===== src/rtl/game_pkg.sv =====
// Shared game definitions: stage encoding and default tuning constants
// used by the stage sequencer and the fighter blocks.
package game_pkg;

    typedef enum logic [1:0] {
        STG_START,
        STG_BATTLE,
        STG_WIN,
        STG_LOSE
    } stage_t;

    localparam int HP_W_DEF        = 8;
    localparam int HP_MAX_DEF      = 100;
    localparam int HIT_DMG_DEF     = 10;
    localparam int START_HOLD_DEF  = 60;
    localparam int RESULT_HOLD_DEF = 180;
    localparam int FRM_W_DEF       = 8;

endpackage


===== src/rtl/edge_detect.sv =====
// Single-bit rising-edge pulse generator for an already
// synchronised level input.
module edge_detect (
    input  logic Clk,
    input  logic d,
    output logic pulse
);

    logic d_q;

    // The flop tracks the level in every cycle, reset included,
    // so no spurious edge appears right after reset.
    always_ff @(posedge Clk) begin
        d_q <= d;
    end

    assign pulse = d & ~d_q;

endmodule


===== src/rtl/game_stage_ctrl.sv =====
// Stage sequencer: title, battle, win and lose screens, fighter HP
// tracking and the per-battle game_reset pulse.
module game_stage_ctrl
    import game_pkg::*;
#(
    parameter int HP_W               = HP_W_DEF,
    parameter int HP_MAX             = HP_MAX_DEF,
    parameter int HIT_DMG            = HIT_DMG_DEF,
    parameter int START_HOLD_FRAMES  = START_HOLD_DEF,
    parameter int RESULT_HOLD_FRAMES = RESULT_HOLD_DEF,
    parameter int FRM_W              = FRM_W_DEF
) (
    input  logic            Clk,
    input  logic            Reset_n,
    input  logic            frame_clk,
    input  logic            start_key,
    input  logic            player_hit,
    input  logic            npc_hit,
    output logic            start_l,
    output logic            battle_l,
    output logic            win_l,
    output logic            lose_l,
    output logic [HP_W-1:0] player_hp,
    output logic [HP_W-1:0] npc_hp,
    output logic            game_reset
);

    localparam logic [HP_W-1:0]  HP_FULL     = HP_W'(HP_MAX);
    localparam logic [HP_W-1:0]  DMG         = HP_W'(HIT_DMG);
    localparam logic [FRM_W-1:0] START_HOLD  = FRM_W'(START_HOLD_FRAMES);
    localparam logic [FRM_W-1:0] RESULT_HOLD = FRM_W'(RESULT_HOLD_FRAMES);

    logic             frame_tick;
    logic             key_press;
    logic             start_ok;
    stage_t           state;
    stage_t           state_d;
    logic [FRM_W-1:0] frm_cnt;

    function automatic logic [HP_W-1:0] hit(input logic [HP_W-1:0] hp);
        return (hp < DMG) ? '0 : hp - DMG;
    endfunction

    edge_detect u_frame_edge (
        .Clk   (Clk),
        .d     (frame_clk),
        .pulse (frame_tick)
    );

    edge_detect u_key_edge (
        .Clk   (Clk),
        .d     (start_key),
        .pulse (key_press)
    );

    assign start_ok = key_press && (frm_cnt == START_HOLD);

    // Battle exit looks at registered HP, one cycle after the hit.
    always_comb begin
        state_d = STG_START;
        case (state)
            STG_START:  state_d = start_ok ? STG_BATTLE : STG_START;
            STG_BATTLE: begin
                if (player_hp == '0)   state_d = STG_LOSE;
                else if (npc_hp == '0) state_d = STG_WIN;
                else                   state_d = STG_BATTLE;
            end
            STG_WIN,
            STG_LOSE:   state_d = (frm_cnt == RESULT_HOLD) ? STG_START : state;
            default:    state_d = STG_START;
        endcase
    end

    always_ff @(posedge Clk) begin
        if (!Reset_n) begin
            state      <= STG_START;
            start_l    <= 1'b1;
            battle_l   <= 1'b0;
            win_l      <= 1'b0;
            lose_l     <= 1'b0;
            player_hp  <= HP_FULL;
            npc_hp     <= HP_FULL;
            frm_cnt    <= '0;
            game_reset <= 1'b0;
        end else begin
            state      <= state_d;
            start_l    <= (state_d == STG_START);
            battle_l   <= (state_d == STG_BATTLE);
            win_l      <= (state_d == STG_WIN);
            lose_l     <= (state_d == STG_LOSE);
            game_reset <= (state == STG_START) && start_ok;
            case (state)
                STG_START: begin
                    if (start_ok) begin
                        player_hp <= HP_FULL;
                        npc_hp    <= HP_FULL;
                        frm_cnt   <= '0;
                    end else if (frame_tick && frm_cnt < START_HOLD) begin
                        frm_cnt <= frm_cnt + FRM_W'(1);
                    end
                end
                STG_BATTLE: begin
                    if (player_hit) player_hp <= hit(player_hp);
                    if (npc_hit)    npc_hp    <= hit(npc_hp);
                    if (state_d != STG_BATTLE) frm_cnt <= '0;
                end
                STG_WIN,
                STG_LOSE: begin
                    if (state_d == STG_START) frm_cnt <= '0;
                    else if (frame_tick)      frm_cnt <= frm_cnt + FRM_W'(1);
                end
                default: frm_cnt <= '0;
            endcase
        end
    end

endmodule


===== config.mk =====
export PLATFORM = sky130hd
export DESIGN_NAME = game_stage_ctrl
export DESIGN_NICKNAME = d
export VERILOG_FILES = /design/src/rtl/game_pkg.sv /design/src/rtl/edge_detect.sv /design/src/rtl/game_stage_ctrl.sv
export SDC_FILE = /design/constraint.sdc
export NUM_CORES = 1
export LEC_CHECK = 0
export BUFFER_PORTS_ARGS = -buffer_cell sky130_fd_sc_hd__buf_4
export CAP_MARGIN = 20
export CORE_MARGIN = 1.5
export CORE_UTILIZATION = 50
export DETAILED_ROUTE_END_ITERATION = 10
export PLACE_DENSITY = 0.8
export SYNTH_ARGS = -nofsm -noshare
export SYNTH_HDL_FRONTEND = slang
export SYNTH_HIERARCHICAL = 1
export SYNTH_SLANG_ARGS = --single-unit

===== constraint.sdc =====
create_clock -name Clk -period 4.24 [get_ports Clk]
set_clock_uncertainty 0.1 [all_clocks]
set_input_delay 0.424 -clock Clk [delete_from_list [all_inputs] [get_ports Clk]]
set_output_delay 0.424 -clock Clk [all_outputs]
set_load 0.005 [all_outputs]

==> qor.json, run 1 <==
{
  "status": {"value": "completed"},
  "die_span_in_y": {"value": 60.32, "unit": "um"},
  "max_slew_margin": {"value": 0.3578},
  "drt_wl_total": {"value": 3.399, "unit": "mm"},
  "layout_commonest_cell": {"value": "sky130_fd_sc_hd__dfxtp_1"},
  "routed_antenna_nets": {"value": 0},
  "max_freq": {"value": 0.4367, "unit": "GHz"},
  "finalWeightedCongestion": {"value": 0.8848},
  "timing_hold_violations_final": {"value": 0},
  "drc": {"value": 0},
  "drt_first_pass_iters": {"value": 4},
  "start_util": {"value": 0.5337},
  "report.final.setup_viol": {"value": 0},
  "reg2regPathDepth": {"value": 7},
  "powerDensity": {"value": 245.4, "unit": "nW/um2"},
  "insertedDiodeCount": {"value": 0},
  "gr-total-overflow": {"value": 0},
  "max_cap_violations": {"value": 0},
  "cts-htree-levels": {"value": 2},
  "post_dp_hpwl": {"value": 2.456, "unit": "mm"},
  "finalNetCount": {"value": 228},
  "cts.clk_slew.worst_paths": {"value": 0.08, "unit": "ns"},
  "final_cell_count_no_fill": {"value": 261},
  "postSynthCellCount": {"value": 193},
  "clk_root_buffer_cell": {"value": "sky130_fd_sc_hd__clkbuf_4"},
  "core_region_area": {"value": 3078, "unit": "um2"},
  "slew_viol_final": {"value": 0},
  "grt_start_max_net_pins": {"value": 28},
  "inserted_clock_buffers": {"value": 5},
  "final_cell_area": {"value": 1887, "unit": "um2"},
  "count_of_flip_flops_with_a_built_in_enable_after_synthesis": {"value": 0},
  "cp_max_fo": {"value": 8},
  "area_delta_synth_final": {"value": 14.85, "unit": "%"},
  "grt_antenna_before_repair": {"value": 0},
  "ir_drop_worst_vdd": {"value": 0.1097, "unit": "mV"},
  "critPathKind": {"value": "register to register"},
  "route.vias.total": {"value": 1483},
  "setup.reg_to_reg.worst_slack": {"value": 1.95, "unit": "ns"},
  "holdCritPathClass": {"value": "input port to register"},
  "hold_path_end": {"value": "u_key_edge/d_q$_DFF_P_"},
  "clock_sinks": {"value": 31},
  "postLayoutSetupSlackWorst": {"value": 1.950, "unit": "ns"},
  "final_min_period_over_clock_period": {"value": 0.5401},
  "crit_required": {"value": 4.34, "unit": "ns"},
  "min-delay-start": {"value": "start_key"},
  "cellLeakagePower": {"value": 0.0007212, "unit": "uW"},
  "chip_width": {"value": 60.32, "unit": "um"},
  "timing.critical_path.arrival": {"value": 2.39, "unit": "ns"},
  "syn-cell-area": {"value": 1643, "unit": "um2"},
  "asyncSetResetFlopFracSynth": {"value": 0},
  "placed_cell_count": {"value": 255},
  "dr.first_iter.drc_count": {"value": 81},
  "avgRoutedWirePerCell": {"value": 13.02, "unit": "um"},
  "place_area": {"value": 1846, "unit": "um2"},
  "endpoint_kind": {"value": "register"},
  "post-cts-setup-buffer-count": {"value": 0},
  "io_port_bufs": {"value": 24},
  "setup_total_negative_slack": {"value": 0, "unit": "ns"},
  "setup_repair_after_global_routing_missed_its_margin": {"value": "no"},
  "fp-row-count": {"value": 20},
  "first_global_vias": {"value": 1280},
  "regToRegEndpoint": {"value": "frm_cnt[6]$_SDFFE_PN0P_"},
  "slew_at_the_pin_closest_to_its_max_slew_limit": {"value": 0.9603, "unit": "ns"},
  "post_cts_hold_buffer_count": {"value": 0},
  "yosys_register_bits": {"value": 31},
  "synth-seq-area-share": {"value": 0.3778},
  "fillerInstances": {"value": 292},
  "syn-mean-instance-area": {"value": 8.512, "unit": "um2"},
  "synth_warn": {"value": 6},
  "io_pins": {"value": 27},
  "drt-vias-per-instance": {"value": 5.682},
  "synthFlopType": {"value": "sky130_fd_sc_hd__dfxtp_1"},
  "startpoint_type": {"value": "register"},
  "preCtsSetupSlack": {"value": 1.953, "unit": "ns"},
  "clock_insertion_delay_worst_skew": {"value": 0.33, "unit": "ns"},
  "layout.core_utilization": {"value": 0.6130},
  "whs_path_depth": {"value": 1},
  "layout_cell_share_with_drive_strength_beyond_1": {"value": 0.1797},
  "grt_first_pass_wirelength": {"value": 5.740, "unit": "mm"},
  "cts-resized-gates": {"value": 0},
  "timing.rr.start": {"value": "frm_cnt[0]$_SDFFE_PN0P_"},
  "cts_tree": {"value": "built"},
  "die_area": {"value": 3639, "unit": "um2"},
  "synth.distinct_cells": {"value": 52},
  "finalWorstPathRequiredPeriod": {"value": 2.290, "unit": "ns"},
  "groute.usage.overall": {"value": 0.2108},
  "commonest_cells_after_routing_fill_and_taps_aside": {"value": "sky130_fd_sc_hd__dfxtp_1 (31), sky130_fd_sc_hd__buf_4 (24), sky130_fd_sc_hd__nor2_1 (18)"},
  "clock_tree.buffer_depth": {"value": 2}
}
==> Yosys cell counts (3+ instances only) <==
library cell / instances / area [um2]
sky130_fd_sc_hd__nor2b_1: 3 / 18.77
sky130_fd_sc_hd__or3_1: 7 / 43.79
sky130_fd_sc_hd__ha_1: 4 / 50.05
sky130_fd_sc_hd__or4_1: 3 / 22.52
sky130_fd_sc_hd__o22ai_1: 3 / 18.77
sky130_fd_sc_hd__nand3_1: 3 / 15.01
sky130_fd_sc_hd__nor4_1: 3 / 18.77
sky130_fd_sc_hd__nand2_1: 16 / 60.06
sky130_fd_sc_hd__a21boi_0: 3 / 22.52
sky130_fd_sc_hd__a211oi_1: 5 / 37.54
sky130_fd_sc_hd__dfxtp_1: 31 / 620.6
sky130_fd_sc_hd__o21ai_0: 16 / 80.08
sky130_fd_sc_hd__inv_1: 10 / 37.54
sky130_fd_sc_hd__o32ai_1: 3 / 26.28
sky130_fd_sc_hd__a21oi_1: 9 / 45.04
sky130_fd_sc_hd__nand2b_1: 4 / 25.02
sky130_fd_sc_hd__nor2_1: 18 / 67.56
sky130_fd_sc_hd__clkbuf_1: 3 / 11.26
sky130_fd_sc_hd__o211ai_1: 4 / 30.03
==> stage by stage <==
stage	hold slack, ns	power [uW]
finish	0.1117	463.1
global route	0.08535	489.5
CTS	0.09930	469.3
detailed placement	0.4030	322.1
global placement	0.4030	321.6
floorplan	0.3517	316.4
==> critical path: stages, from the launching register on <==
cell and delay, ns:
sky130_fd_sc_hd__dfxtp_1 0.36, sky130_fd_sc_hd__inv_1 0.09, sky130_fd_sc_hd__ha_1 0.16, sky130_fd_sc_hd__or4bb_1 0.49, sky130_fd_sc_hd__o21ai_2 0.27, sky130_fd_sc_hd__o32ai_1 0.29, sky130_fd_sc_hd__o31ai_1 0.30, sky130_fd_sc_hd__a21boi_0 0.12
==> sequential cells by signal, summed over array words and instances (netlist names) <==
register and count:
npc_hp 7, win_l 1, frm_cnt 8, player_hp 7, game_reset 1, lose_l 1, state 2, u_key_edge/d_q 1
start_l 1, battle_l 1, u_frame_edge/d_q 1
==> how the worst max path moves through the flow <==
stage	end	from	depth (start not counted)
2_1_floorplan	frm_cnt[2]$_SDFFE_PN0P_	frm_cnt[0]$_SDFFE_PN0P_	7
3_3_place_gp	player_hp[7]$_SDFFE_PN0P_	start_key	7
3_5_place_dp	player_hp[7]$_SDFFE_PN0P_	start_key	7
4_1_cts	frm_cnt[6]$_SDFFE_PN0P_	frm_cnt[0]$_SDFFE_PN0P_	7
5_1_grt	frm_cnt[2]$_SDFFE_PN0P_	frm_cnt[0]$_SDFFE_PN0P_	7
6_report	frm_cnt[6]$_SDFFE_PN0P_	frm_cnt[0]$_SDFFE_PN0P_	7
==> area by class of cell <==
type,instances,area [um2],share of cell area
tap,44,55.05,0.02918
clock buffer,6,41.29,0.02188
timing repair buffer,24,180.2,0.09549
sequential,31,620.6,0.3289
inverter,10,37.54,0.01989
multi-input combinational,146,952.2,0.5046
==> per-layer routing <==
layer / vias to the layer above / wire, um / GRT usage
met4: 0 / 49 / 0.07937
met2: 38 / 1516 / 0.2997
met1: 677 / 1675 / 0.2966
met3: 6 / 158 / 0.06710
li1: 762 / - / -
met5: - / 0 / 0
==> cells by family after synthesis <==
logic type / synth area share
AND/OR/NAND/NOR: 0.2719
AO/OA/AOI/OAI: 0.2498
flip-flops: 0.3778
buffers and inverters: 0.04493
adder cells (fa/ha/maj): 0.03047
XOR/XNOR: 0.01066
multiplexers: 0.01219
other: 0.002283
==> where the power goes <==
group,total (uW),internal [uW],switching (uW)
Sequential,295,293,2.15
Clock,148,58.8,89.1
Combinational,20.2,8.30,11.8
Power figures use the tool's default switching activity.
==> inputs of run 2 (changes only) <==
Settings changed: ABC_AREA from default to 1.
Clock period 4.24 ns to 2.3 ns, I/O delays scaled along.
==> run 2 against run 1 <==
- wire length fell by 2.8%
- critical path depth rose by 4
- first-iteration DRC count rose by 21%
- count of clock-buffer cells in the layout rose by 2
- final cell count rose by 31%
- synthesized cell count rose by 38%
- critical endpoint is now npc_hp[6]$_SDFFE_PN1P_
- die area rose by 6.9%
- global-route usage fell by 2.3 points
- largest power group unchanged
==> qor.json, run 2 <==
{
  "netlist_top_cells_area": {"value": "sky130_fd_sc_hd__dfxtp_1 (35%), sky130_fd_sc_hd__nand2_1 (15%), sky130_fd_sc_hd__inv_1 (9.2%)"},
  "post_synth_most_frequent_cells": {"value": "sky130_fd_sc_hd__nand2_1 (72), sky130_fd_sc_hd__inv_1 (43), sky130_fd_sc_hd__nor2_1 (39), sky130_fd_sc_hd__dfxtp_1 (31), sky130_fd_sc_hd__a21oi_1 (16)"},
  "asyncSetResetFlopFracSynth": {"value": 0, "change": "unchanged"},
  "syn-cell-area": {"value": 1763, "unit": "um2", "change": "+7.3%"},
  "gr-total-overflow": {"value": 0, "change": "unchanged"},
  "synth.distinct_cells": {"value": 30, "change": "-42%"},
  "timing.rr.start": {"value": "frm_cnt[0]$_SDFFE_PN0P_"},
  "grt_antenna_before_repair": {"value": 0, "change": "unchanged"},
  "endpoint_kind": {"value": "register"},
  "total_power": {"value": 1006, "unit": "uW", "change": "+120%"},
  "io_port_bufs": {"value": 24, "change": "unchanged"},
  "core_region_area": {"value": 3363, "unit": "um2", "change": "+9.3%"},
  "synth_warn": {"value": 6, "change": "unchanged"},
  "final_min_period_over_clock_period": {"value": 0.7670},
  "timing_hold_violations_final": {"value": 0, "change": "unchanged"},
  "postLayoutSetupSlackWorst": {"value": 0.5358, "unit": "ns", "change": "-1.414 ns"},
  "synthFlopType": {"value": "sky130_fd_sc_hd__dfxtp_1"},
  "cp_max_fo": {"value": 12, "change": "+4"},
  "synthMuxAreaShare": {"value": 0, "change": "-0.01219"},
  "max_cap_violations": {"value": 0, "change": "unchanged"},
  "cts.clk_slew.worst_paths": {"value": 0.09, "unit": "ns", "change": "about the same"},
  "fillerInstances": {"value": 320, "change": "+9.6%"},
  "timing.critical_path.buf_inv": {"value": 4, "change": "+3"},
  "startpoint_type": {"value": "input port"},
  "cpPeakStageDelay": {"value": 0.52, "unit": "ns", "change": "+0.03 ns"},
  "grt_first_pass_wirelength": {"value": 5.754, "unit": "mm", "change": "+0.24%"},
  "worst_path_cell_with_the_longest_stage_delay": {"value": "sky130_fd_sc_hd__dlygate4sd3_1"},
  "synthXorXnorAreaFrac": {"value": 0.03478, "change": "+0.02411"},
  "reg_top3": {"value": "frm_cnt x8, npc_hp x7, player_hp x7"},
  "yosysTopAreaCell": {"value": "sky130_fd_sc_hd__dfxtp_1"},
  "die_span_in_y": {"value": 62.38, "unit": "um", "change": "+3.4%"},
  "finalWorstPathRequiredPeriod": {"value": 1.764, "unit": "ns"},
  "clock_sinks": {"value": 31, "change": "unchanged"},
  "ir_drop_worst_vdd": {"value": 0.3371, "unit": "mV", "change": "+210%"},
  "multiInputGateArea": {"value": 915.9, "unit": "um2", "change": "-3.8%"},
  "adder_and_majority_gate_portion_of_the_synthesized_area": {"value": 0.02839, "change": "-0.002076"},
  "area_delta_synth_final": {"value": 15.40, "unit": "%"},
  "post_dp_hpwl": {"value": 2.480, "unit": "mm", "change": "+0.94%"},
  "dominant_combinational_cell_family_by_area_after_synthesis": {"value": "simple AND/OR/NAND/NOR gates"},
  "insertedDiodeCount": {"value": 0, "change": "unchanged"},
  "grt_start_max_net_pins": {"value": 17, "change": "-39%"},
  "setup_total_negative_slack": {"value": 0, "unit": "ns", "change": "unchanged"},
  "preCtsSetupSlack": {"value": 0.5810, "unit": "ns", "change": "-1.372 ns"},
  "cts-htree-levels": {"value": 2, "change": "unchanged"},
  "synth.most_common_cell": {"value": "sky130_fd_sc_hd__nand2_1"},
  "layout_commonest_cell": {"value": "sky130_fd_sc_hd__nand2_1"},
  "cellLeakagePower": {"value": 0.0009978, "unit": "uW", "change": "+38%"},
  "synth_top_area_share": {"value": 0.3520, "change": "-0.02574"},
  "groute.usage.overall": {"value": 0.1876, "change": "-0.02321"},
  "first_global_vias": {"value": 1439, "change": "+12%"},
  "report.final.setup_viol": {"value": 0, "change": "unchanged"},
  "inserted_clock_buffers": {"value": 5, "change": "unchanged"},
  "yosys_register_bits": {"value": 31, "change": "unchanged"},
  "clock_insertion_delay_worst_skew": {"value": 0.33, "unit": "ns", "change": "about the same"},
  "count_of_flip_flops_with_a_built_in_enable_after_synthesis": {"value": 0, "change": "unchanged"},
  "postSynthCellCount": {"value": 267, "change": "+38%"},
  "holdCritPathClass": {"value": "input port to register"},
  "setup_repair_after_global_routing_missed_its_margin": {"value": "no"},
  "start_util": {"value": 0.5242, "change": "-0.009558"},
  "crit_required": {"value": 2.42, "unit": "ns", "change": "-1.92 ns"},
  "critical_path.most_common_cell": {"value": "sky130_fd_sc_hd__inv_1"},
  "startpoint": {"value": "start_key"},
  "path_delay_family": {"value": "buffers and inverters"},
  "crit_path_cell_trace": {"value": "dlygate4sd3_1 -> buf_4 -> inv_1 -> nor2_2 -> nand2_1 -> nor2_1 -> nand3_2 -> nand2_2 -> inv_1 -> nor3_1 -> o21ai_0"},
  "dr.first_iter.drc_count": {"value": 98, "change": "+21%"},
  "synth-compound-area-share": {"value": 0.1079, "change": "-0.1419"},
  "route.vias.total": {"value": 1606, "change": "+8.3%"},
  "ff_latch_area": {"value": 620.6, "unit": "um2", "change": "unchanged"},
  "chip_width": {"value": 62.38, "unit": "um", "change": "+3.4%"},
  "min-delay-start": {"value": "Reset_n"},
  "cts_tree": {"value": "built"},
  "cts-resized-gates": {"value": 0, "change": "unchanged"},
  "routed_antenna_nets": {"value": 0, "change": "unchanged"},
  "drc": {"value": 0, "change": "unchanged"},
  "finalWeightedCongestion": {"value": 0.9139, "change": "+3.3%"},
  "yosys.area_share.simple": {"value": 0.3442, "change": "+0.07232"},
  "clk_root_buffer_cell": {"value": "sky130_fd_sc_hd__clkbuf_4"},
  "layout_cell_share_with_drive_strength_beyond_1": {"value": 0.1689, "change": "-0.01080"},
  "syn-mean-instance-area": {"value": 6.603, "unit": "um2", "change": "-22%"},
  "avgRoutedWirePerCell": {"value": 9.661, "unit": "um", "change": "-26%"},
  "drt_first_pass_iters": {"value": 4, "change": "unchanged"},
  "die_area": {"value": 3891, "unit": "um2", "change": "+6.9%"},
  "io_pins": {"value": 27, "change": "unchanged"},
  "finalNetCount": {"value": 305, "change": "+34%"},
  "max_freq": {"value": 0.5668, "unit": "GHz"},
  "timing.critical_path.arrival": {"value": 1.89, "unit": "ns", "change": "-0.50 ns"},
  "flip_flop_count_of_the_largest_register_all_copies_and_words_added": {"value": 8, "change": "unchanged"},
  "slew_viol_final": {"value": 0, "change": "unchanged"},
  "drt-vias-per-instance": {"value": 4.696, "change": "-17%"},
  "fp-row-count": {"value": 21, "change": "+5.0%"},
  "critPathKind": {"value": "input port to register"},
  "top_register": {"value": "frm_cnt"},
  "commonest_cells_after_routing_fill_and_taps_aside": {"value": "sky130_fd_sc_hd__nand2_1 (72), sky130_fd_sc_hd__inv_1 (43), sky130_fd_sc_hd__nor2_1 (39)"},
  "drt_wl_total": {"value": 3.304, "unit": "mm", "change": "-2.8%"},
  "powerDensity": {"value": 494.7, "unit": "nW/um2", "change": "+100%"},
  "status": {"value": "completed"},
  "clock_tree.buffer_depth": {"value": 2, "change": "unchanged"},
  "synth-seq-area-share": {"value": 0.3520, "change": "-0.02574"}
}
[run 2: routing by layer]
metal / up-vias / wire (um) / GRT usage
met3: 7 / 160 / 0.05946
met5: - / 0 / 0
met1: 698 / 1515 / 0.2130
met2: 33 / 1559 / 0.3166
met4: 0 / 68 / 0.09722
li1: 868 / - / -
[run 2: timing repair]
item                       CTS  global route
hold buffers                 2             0
setup endpoints to repair    0             0
hold endpoints to repair     2             0
buffers inserted             0             0
[run 2: report_power, final]
part           switching, uW  total [uW]  leakage, uW  internal [uW]
Combinational           51.0        85.3     0.000707           34.3
Sequential              12.2         562     0.000252            550
Clock                    180         359    0.0000386            180
[run 2: final timing paths]
| kind | endpoint | slack, ns | depth (start not counted) |
|---|---|---|---|
| worst max-delay path | npc_hp[6]$_SDFFE_PN1P_ | 0.54 | 11 |
| worst min-delay path | start_l$_SDFF_PN1_ | 0.08 | 2 |
| worst max register to register | npc_hp[6]$_SDFFE_PN1P_ | 0.57 | 9 |
| worst min register to register | npc_hp[1]$_SDFFE_PN0P_ | 0.41 | 2 |
[run 2: cells by family after synthesis]
| kind of cell | Yosys count |
|---|---|
| AO/OA/AOI/OAI | 34 |
| XOR/XNOR | 7 |
| adder cells (fa/ha/maj) | 4 |
| buffers and inverters | 51 |
| flip-flops | 31 |
| other | 1 |
| AND/OR/NAND/NOR | 139 |
[run 2: cell type report]
| type | count | share of cell area |
|---|---|---|
| multi-input combinational | 186 | 0.4502 |
| sequential | 31 | 0.3050 |
| timing repair buffer | 26 | 0.09840 |
| inverter | 45 | 0.08426 |
| clock buffer | 8 | 0.03383 |
| tap | 46 | 0.02829 |
[run 2: metrics by stage]
step	utilization	area, um2	instances	hold WS [ns]
2_1_floorplan	-	1767	268	0.1577
3_3_place_gp	0.5785	1946	332	0.2455
3_5_place_dp	0.5785	1946	332	0.2471
4_1_cts	0.6049	2034	342	0.05975
5_1_grt	0.6049	2034	342	0.06445
6_report	0.6049	2034	342	0.07922
